### src/rtl/regfile_2r1w_64x24_ctl.sv
`default_nettype none
// ============================================================================
//  Module      : regfile_2r1w_64x24_ctl
//  Description : Registered port controller for the 64x24 2R1W regfile macro.
//                Turns binary read/write requests into one-hot predecoded
//                address groups, captures read data with write-first bypass,
//                and fills every row with INIT_VAL after reset.
//  Revision    : 1.0 - initial release
// ============================================================================
//  Address bit naming: a0 is the address MSB (adr[5]) and a5 the LSB (adr[0]).
//  Predecode vector layout used internally: {c[1:0], a12[3:0], a3[1:0], a45[3:0]}.
// ============================================================================
module regfile_2r1w_64x24_ctl #(
    parameter bit          INIT_EN  = 1'b1,
    parameter logic [23:0] INIT_VAL = 24'h0
) (
    input  logic        clk,
    input  logic        rst_n,
    output logic        ready,
    input  logic        rd0_en,
    input  logic [5:0]  rd0_adr,
    output logic [23:0] rd0_dat_o,
    output logic        rd0_vld,
    input  logic        rd1_en,
    input  logic [5:0]  rd1_adr,
    output logic [23:0] rd1_dat_o,
    output logic        rd1_vld,
    input  logic        wr0_en,
    input  logic [5:0]  wr0_adr,
    input  logic [23:0] wr0_dat,
    output logic [1:0]  ar_rd0_c,
    output logic [3:0]  ar_rd0_a12,
    output logic [1:0]  ar_rd0_a3,
    output logic [3:0]  ar_rd0_a45,
    output logic [1:0]  ar_rd1_c,
    output logic [3:0]  ar_rd1_a12,
    output logic [1:0]  ar_rd1_a3,
    output logic [3:0]  ar_rd1_a45,
    output logic [1:0]  ar_wr0_c,
    output logic [3:0]  ar_wr0_a12,
    output logic [1:0]  ar_wr0_a3,
    output logic [3:0]  ar_wr0_a45,
    output logic [23:0] ar_wr0_dat,
    input  logic [23:0] ar_rd0_dat,
    input  logic [23:0] ar_rd1_dat
);

    typedef enum logic [0:0] {
        S_INIT = 1'b0,
        S_RUN  = 1'b1
    } state_t;

    localparam logic [5:0] c_LAST_ROW = 6'd63;

    // One-hot predecode of a binary address into the macro's four groups
    function automatic logic [11:0] predec(input logic [5:0] adr);
        logic [1:0] c;
        logic [3:0] a12;
        logic [1:0] a3;
        logic [3:0] a45;
        c   = adr[5] ? 2'b10 : 2'b01;
        a12 = 4'b0001 << adr[4:3];
        a3  = adr[2] ? 2'b10 : 2'b01;
        a45 = 4'b0001 << adr[1:0];
        return {c, a12, a3, a45};
    endfunction

    state_t      state_q, state_d;
    logic [5:0]  cnt_q, cnt_d;
    logic        ready_q, ready_d;

    // Registered request bookkeeping used at the capture edge
    logic        rd0_act_q, rd0_act_d;
    logic        rd1_act_q, rd1_act_d;
    logic        wr_act_q, wr_act_d;
    logic [5:0]  rd0_adr_q, rd0_adr_d;
    logic [5:0]  rd1_adr_q, rd1_adr_d;
    logic [5:0]  wr_adr_q, wr_adr_d;
    logic [23:0] wr_dat_q, wr_dat_d;

    // Predecode flops driving the macro directly
    logic [11:0] pd_rd0_q, pd_rd0_d;
    logic [11:0] pd_rd1_q, pd_rd1_d;
    logic [11:0] pd_wr_q, pd_wr_d;

    // Read result registers
    logic [23:0] rd0_dat_q, rd0_dat_d;
    logic [23:0] rd1_dat_q, rd1_dat_d;
    logic        rd0_vld_q, rd0_vld_d;
    logic        rd1_vld_q, rd1_vld_d;

    logic        w_rd0_go, w_rd1_go, w_wr_go;
    logic [5:0]  w_wr_adr;
    logic [23:0] w_wr_dat;

    // Next-state logic: init sequencing, request acceptance, predecode and read capture
    always_comb begin
        state_d  = state_q;
        cnt_d    = cnt_q;
        w_wr_go  = 1'b0;
        w_wr_adr = wr0_adr;
        w_wr_dat = wr0_dat;

        case (state_q)
            S_INIT: begin
                // Requests are dropped; the init counter owns the write port
                w_wr_go  = 1'b1;
                w_wr_adr = cnt_q;
                w_wr_dat = INIT_VAL;
                cnt_d    = cnt_q + 6'd1;
                if (cnt_q == c_LAST_ROW) begin
                    state_d = S_RUN;
                end
            end
            S_RUN: begin
                w_wr_go = ready_q & wr0_en;
            end
            default: begin
                state_d = S_RUN;
            end
        endcase

        ready_d  = (state_d == S_RUN);

        w_rd0_go = ready_q & rd0_en;
        w_rd1_go = ready_q & rd1_en;

        rd0_act_d = w_rd0_go;
        rd1_act_d = w_rd1_go;
        wr_act_d  = w_wr_go;
        rd0_adr_d = w_rd0_go ? rd0_adr : 6'd0;
        rd1_adr_d = w_rd1_go ? rd1_adr : 6'd0;
        wr_adr_d  = w_wr_go ? w_wr_adr : 6'd0;
        wr_dat_d  = w_wr_go ? w_wr_dat : 24'd0;

        pd_rd0_d = w_rd0_go ? predec(rd0_adr) : 12'd0;
        pd_rd1_d = w_rd1_go ? predec(rd1_adr) : 12'd0;
        pd_wr_d  = w_wr_go ? predec(w_wr_adr) : 12'd0;

        // Capture: a same-address write in the same cycle wins (write-first)
        rd0_vld_d = rd0_act_q;
        rd1_vld_d = rd1_act_q;
        rd0_dat_d = rd0_dat_q;
        rd1_dat_d = rd1_dat_q;
        if (rd0_act_q) begin
            rd0_dat_d = (wr_act_q && (wr_adr_q == rd0_adr_q)) ? wr_dat_q : ar_rd0_dat;
        end
        if (rd1_act_q) begin
            rd1_dat_d = (wr_act_q && (wr_adr_q == rd1_adr_q)) ? wr_dat_q : ar_rd1_dat;
        end
    end

    // State and datapath registers with asynchronous active-low reset
    always_ff @(posedge clk or negedge rst_n) begin
        if (!rst_n) begin
            state_q   <= INIT_EN ? S_INIT : S_RUN;
            cnt_q     <= 6'd0;
            ready_q   <= 1'b0;
            rd0_act_q <= 1'b0;
            rd1_act_q <= 1'b0;
            wr_act_q  <= 1'b0;
            rd0_adr_q <= 6'd0;
            rd1_adr_q <= 6'd0;
            wr_adr_q  <= 6'd0;
            wr_dat_q  <= 24'd0;
            pd_rd0_q  <= 12'd0;
            pd_rd1_q  <= 12'd0;
            pd_wr_q   <= 12'd0;
            rd0_dat_q <= 24'd0;
            rd1_dat_q <= 24'd0;
            rd0_vld_q <= 1'b0;
            rd1_vld_q <= 1'b0;
        end else begin
            state_q   <= state_d;
            cnt_q     <= cnt_d;
            ready_q   <= ready_d;
            rd0_act_q <= rd0_act_d;
            rd1_act_q <= rd1_act_d;
            wr_act_q  <= wr_act_d;
            rd0_adr_q <= rd0_adr_d;
            rd1_adr_q <= rd1_adr_d;
            wr_adr_q  <= wr_adr_d;
            wr_dat_q  <= wr_dat_d;
            pd_rd0_q  <= pd_rd0_d;
            pd_rd1_q  <= pd_rd1_d;
            pd_wr_q   <= pd_wr_d;
            rd0_dat_q <= rd0_dat_d;
            rd1_dat_q <= rd1_dat_d;
            rd0_vld_q <= rd0_vld_d;
            rd1_vld_q <= rd1_vld_d;
        end
    end

    assign ready      = ready_q;
    assign rd0_dat_o  = rd0_dat_q;
    assign rd1_dat_o  = rd1_dat_q;
    assign rd0_vld    = rd0_vld_q;
    assign rd1_vld    = rd1_vld_q;

    assign ar_rd0_c   = pd_rd0_q[11:10];
    assign ar_rd0_a12 = pd_rd0_q[9:6];
    assign ar_rd0_a3  = pd_rd0_q[5:4];
    assign ar_rd0_a45 = pd_rd0_q[3:0];
    assign ar_rd1_c   = pd_rd1_q[11:10];
    assign ar_rd1_a12 = pd_rd1_q[9:6];
    assign ar_rd1_a3  = pd_rd1_q[5:4];
    assign ar_rd1_a45 = pd_rd1_q[3:0];
    assign ar_wr0_c   = pd_wr_q[11:10];
    assign ar_wr0_a12 = pd_wr_q[9:6];
    assign ar_wr0_a3  = pd_wr_q[5:4];
    assign ar_wr0_a45 = pd_wr_q[3:0];
    assign ar_wr0_dat = wr_dat_q;

endmodule
`default_nettype wire
### config.mk
export PLATFORM = sky130hd
export DESIGN_NAME = regfile_2r1w_64x24_ctl
export DESIGN_NICKNAME = d
export VERILOG_FILES = /design/src/rtl/regfile_2r1w_64x24_ctl.sv
export SDC_FILE = /design/constraint.sdc
export NUM_CORES = 1
export LEC_CHECK = 0
export BUFFER_PORTS_ARGS = -buffer_cell sky130_fd_sc_hd__clkbuf_2
export CAP_MARGIN = 5
export CORE_MARGIN = 1
export CORE_UTILIZATION = 53
export DETAILED_ROUTE_END_ITERATION = 10
export PLACE_DENSITY = 0.87
export SLEW_MARGIN = 15
export SYNTH_ARGS = -nofsm -noshare
export SYNTH_HDL_FRONTEND = slang
export SYNTH_SLANG_ARGS = --single-unit
export TNS_END_PERCENT = 10
### constraint.sdc
create_clock -name clk -period 5.64 [get_ports clk]
set_clock_uncertainty 0.2 [all_clocks]
set_input_delay 0.564 -clock clk [delete_from_list [all_inputs] [get_ports clk]]
set_output_delay 0.564 -clock clk [all_outputs]
set_load 0.03 [all_outputs]
Yosys cells after proc, flatten, opt, wreduce, memory -nomap -nowiden
Cells that the tools add are included.
- logic and storage cells: 52
- input port bits: 95
- register bits: 138
- output and inout bits: 111
- reduce and logical (&&, ||, !) cells: 2
- equal/unequal tests: 3
- add/sub/neg operators: 1
- muxes and demuxes: 20
- bitwise operators: 4
- shift operators: 6
- operators by type and width (cell ; number):
    $mux W24 ; 4
    $mux W12 ; 3
    $mux W6 ; 4
    $shl A1 B2 Y4 const A ; 6
    $eq A6 B6 Y1 ; 2
    $mux W2 ; 6
    $add A6 B1 Y6 const B ; 1
    $eq A6 B6 Y1 const B ; 1
    $and A1 B1 Y1 ; 3
    $logic_and A1 B1 Y1 ; 2
    $mux W1 ; 2
    $pmux W1 S2 ; 1
    $not A1 Y1 ; 1

Longest topological paths before layout
- depth in word-level cells: 3
- mapped depth: 6
- mapped depth without buffers: 4

Worst setup path after synthesis
No wires, ideal clock.
- kind: register to register
- from: register wr_adr_q[4]
- to: register rd0_dat_q[10] (netlist: rd0_dat_o[10])
- buffers on the path: 1
- library setup time: 0.125 ns
- clock period less this slack: 1.871 ns
- cell stages (with the launch flop): 6
- setup slack: 3.769 ns
- required time: 5.315 ns
- arrival: 1.545 ns
- cell sequence: dfrtp_1 -> xor2_1 -> nor4_2 -> nand4_2 -> buf_6 -> mux2_4
- cells in the longest elaborated chain, start to end: 3
- RTL lines (item ; line ; source):
    from (decl) ; 78 ; logic [5:0] wr_adr_q, wr_adr_d;
    from (signal assigned) ; 182 ; wr_adr_q <= wr_adr_d;
    $eq A6 B6 Y1 ; 146 ; rd0_dat_d = (wr_act_q && (wr_adr_q == rd0_adr_q)) ? wr_dat_q : ar_rd0_dat;
    $logic_and A1 B1 Y1 ; 146 ;
    $mux W24 ; 146 ;
    to (signal assigned) ; 187 ; rd0_dat_q <= rd0_dat_d;
    to (decl) ; 87 ; logic [23:0] rd0_dat_q, rd0_dat_d;
No other way between the ends.
A chain may end at the register's enable or synchronous reset.

==> results_dict.tcl <==
set metrics [dict create \
    yosys.area_share.simple_pct 10.1 \
    grt_antenna_before_repair 0 \
    die_x_um 103 \
    clk_latency_ns 0.51 \
    fin_util_pct 73.4 \
    synth-compound-area-share_pct 1.45 \
    vias 3775 \
    drv_slew 0 \
    ys.flop_type "dfrtp_1" \
    yosys_warnings 0 \
    dieArea_mm2 0.0107 \
    cp-start-kind "register" \
    yosysTopAreaCellShare_pct 60.8 \
    tns_ns 0 \
    netlist_area_mm2 0.00543 \
    crit_type "reg -> reg" \
    yosys.area.top_type "dfrtp_1" \
    cp.arrival_ns 3.37 \
    p_leak_uw 0.00419 \
    cts_buffers 17 \
    clk_pin_slew_worst_paths_ns 0.06 \
    cts.sinks 132 \
    cp_max_fo 26 \
    regToRegSetupSlack_ns 2.44 \
    async_flop_share_pct 100 \
    crit_chain "nand2_1 > nor4_2 > nand4_2 > mux2_2" \
    drc 0 \
    required_ns 5.82 \
    wl_per_cell_um 17.5 \
    power.density_mw_per_mm2 320 \
    cts_resized 0 \
    place_area_mm2 0.00650 \
    drtAntennaViolNets 0 \
    rsz0062_at_grt "no" \
    grt.total_usage_pct 24.9 \
    dr.first_iter.drc_count 76 \
    cts_max_level 4 \
    vdd_drop_max_mv 0.187 \
    fillers 662 \
    final_nets 684 \
    cts_hold_buf 3 \
    synthMuxAreaShare_pct 21.5 \
    slowest_stage "dfrtp_1" \
    power_uw 2320 \
    syn2layout_area_growth_pct 33.4 \
    synth_edf_count 0 \
    tritoncts "done" \
    routabilityCongestion 0.804 \
    grt_max_degree 79 \
    grt_pass1_wl_um 19300 \
    vias_per_cell 5.14 \
    syn_inst 383 \
    ys_seq_area_share_pct 60.8 \
    min_period_ns 3.20 \
    grt_pass1_vias 3831 \
    grt_use_met1_pct 29.1 \
    cts_setup_buffers 0 \
    use_met2_pct 44.3 \
    ctsLongestPathBuffers 2 \
    avgSynthCellArea_um2 14.2 \
    fmax_mhz 313 \
    synthDistinctLibCells 29 \
    met3_usage_pct 6.45 \
    worstHoldPathType "in -> async" \
    cp-end-kind "register" \
    synth_area_leaders "dfrtp_1 (61%), mux2_2 (16%), mux2_4 (5.5%)" \
    synth_xor_xnor_area_share_pct 2.74 \
    diodes 0 \
    outcome "complete, no violations" \
    gr-total-overflow 0 \
    dr.pass1.iters 4 \
    num_rows 36 \
    finalHoldViolations 0 \
    synth_fa_ha_area_share_pct 0.230 \
    synth_fp_nets 479 \
    maxCapViolCount 0 \
    io_pins 206 \
    root_buffer "clkbuf_8" \
    relSlewSlack_pct 23.6 \
    core_area_mm2 0.00986 \
    drive_gt1_share_pct 57.1 \
    busiest_layer "met2" \
    setup_viol 0 \
    critPathMaxStageDelay_ns 1.10 \
    worst_pin_slew_ns 1.15 \
    synth_seq_cells 132 \
    min_period_over_period_pct 56.7 \
    io_buffers 205 \
    synth_top_family_by_area "multiplexers" \
    finalWirelength_um 12900 \
    die_h_um 103 \
    initial_core_util_pct 55.0 \
    fin_area_mm2 0.00724 \
    dp_hpwl_um 8790 \
]
[critical path: cells and delay by family, from the launching register on]
kind          cells  cell delay [ns]
mux               1             0.57
simple gates      3             1.20
flops             1             1.10
[cell usage in the layout (no fill, tap or decap), types with 8 or more instances in the layout]
| cell | n |
|---|---|
| and3_1 | 38 |
| bufinv_16 | 8 |
| clkbuf_16 | 16 |
| clkbuf_2 | 204 |
| dfrtp_1 | 131 |
| mux2_2 | 77 |
| mux2_4 | 20 |
| nand2_1 | 13 |
| nor2b_1 | 12 |
| xnor2_1 | 11 |
[routing by layer]
metal  share of wire (%)  routed length [µm]
met1                  39                5060
met5                   0                   0
met4                 1.5                 198
met2                  54                6910
met3                 5.3                 686
[flip-flops by register name, summed over array words and instances (netlist names), 4 cells and up]
register,cells
rd0_dat_o,24
wr_adr_q,4
pd_rd0_q,12
cnt_q,6
ar_wr0_dat,24
rd1_dat_o,24
pd_rd1_q,12
rd1_adr_q,4
rd0_adr_q,4
pd_wr_q,12
[path summary, 6_finish.rpt]
path,cells after the start,to,from
min in group clk,2,pd_rd1_q[1],rd1_adr[1]
worst min register to register,1,rd0_dat_o[13],ar_wr0_dat[13]
max in group asynchronous,2,ar_wr0_dat[12],rst_n
worst max register to register,4,rd1_dat_o[21],rd1_act_q
worst min-delay path,1,rd0_dat_o[14],rst_n
worst max-delay path,4,rd1_dat_o[21],rd1_act_q
[metrics by stage]
stage          setup WS, ns  cells  hold slack, ns
3_3_place_gp           2.60    699           0.321
5_1_grt                2.21    734          0.0163
4_1_cts                2.39    734         0.00336
6_report               2.44    734         0.00865
3_5_place_dp           2.51    699           0.331
2_1_floorplan          3.77    383          0.0684
[cell type report]
class,instances,area [µm²],share of cell area [%]
sequential,132,3300,45.6
multi-input combinational,220,1950,27.0
clock buffer,17,414,5.72
tap,133,166,2.30
clock inverter,15,300,4.15
inverter,6,22.5,0.311
timing repair buffer,211,1080,14.9
[power breakdown]
group	internal, µW	switching [µW]	total (µW)	leakage [µW]
Clock	903	409	1310	0.000344
Sequential	947	0	947	0.00180
Combinational	25.8	34.2	60.0	0.00205
Total	1880	444	2320	0.00419
[synthesized netlist by cell type, drive strengths merged, types with 5 or more instances]
cell type  number
nand2          13
nor2            6
dfrtp         132
mux2           97
nor2b          12
xor2            6
buf            12
and3           38
xnor2          11
and2            5
inv             6
clkbuf         13
[cells by family after synthesis]
family,after synthesis
compound gates,13
xor+xnor,17
fa+ha+maj,1
buf+inv,31
flops,132
mux,97
simple gates,92
No activity file was read; power rests on OpenSTA's default activity.
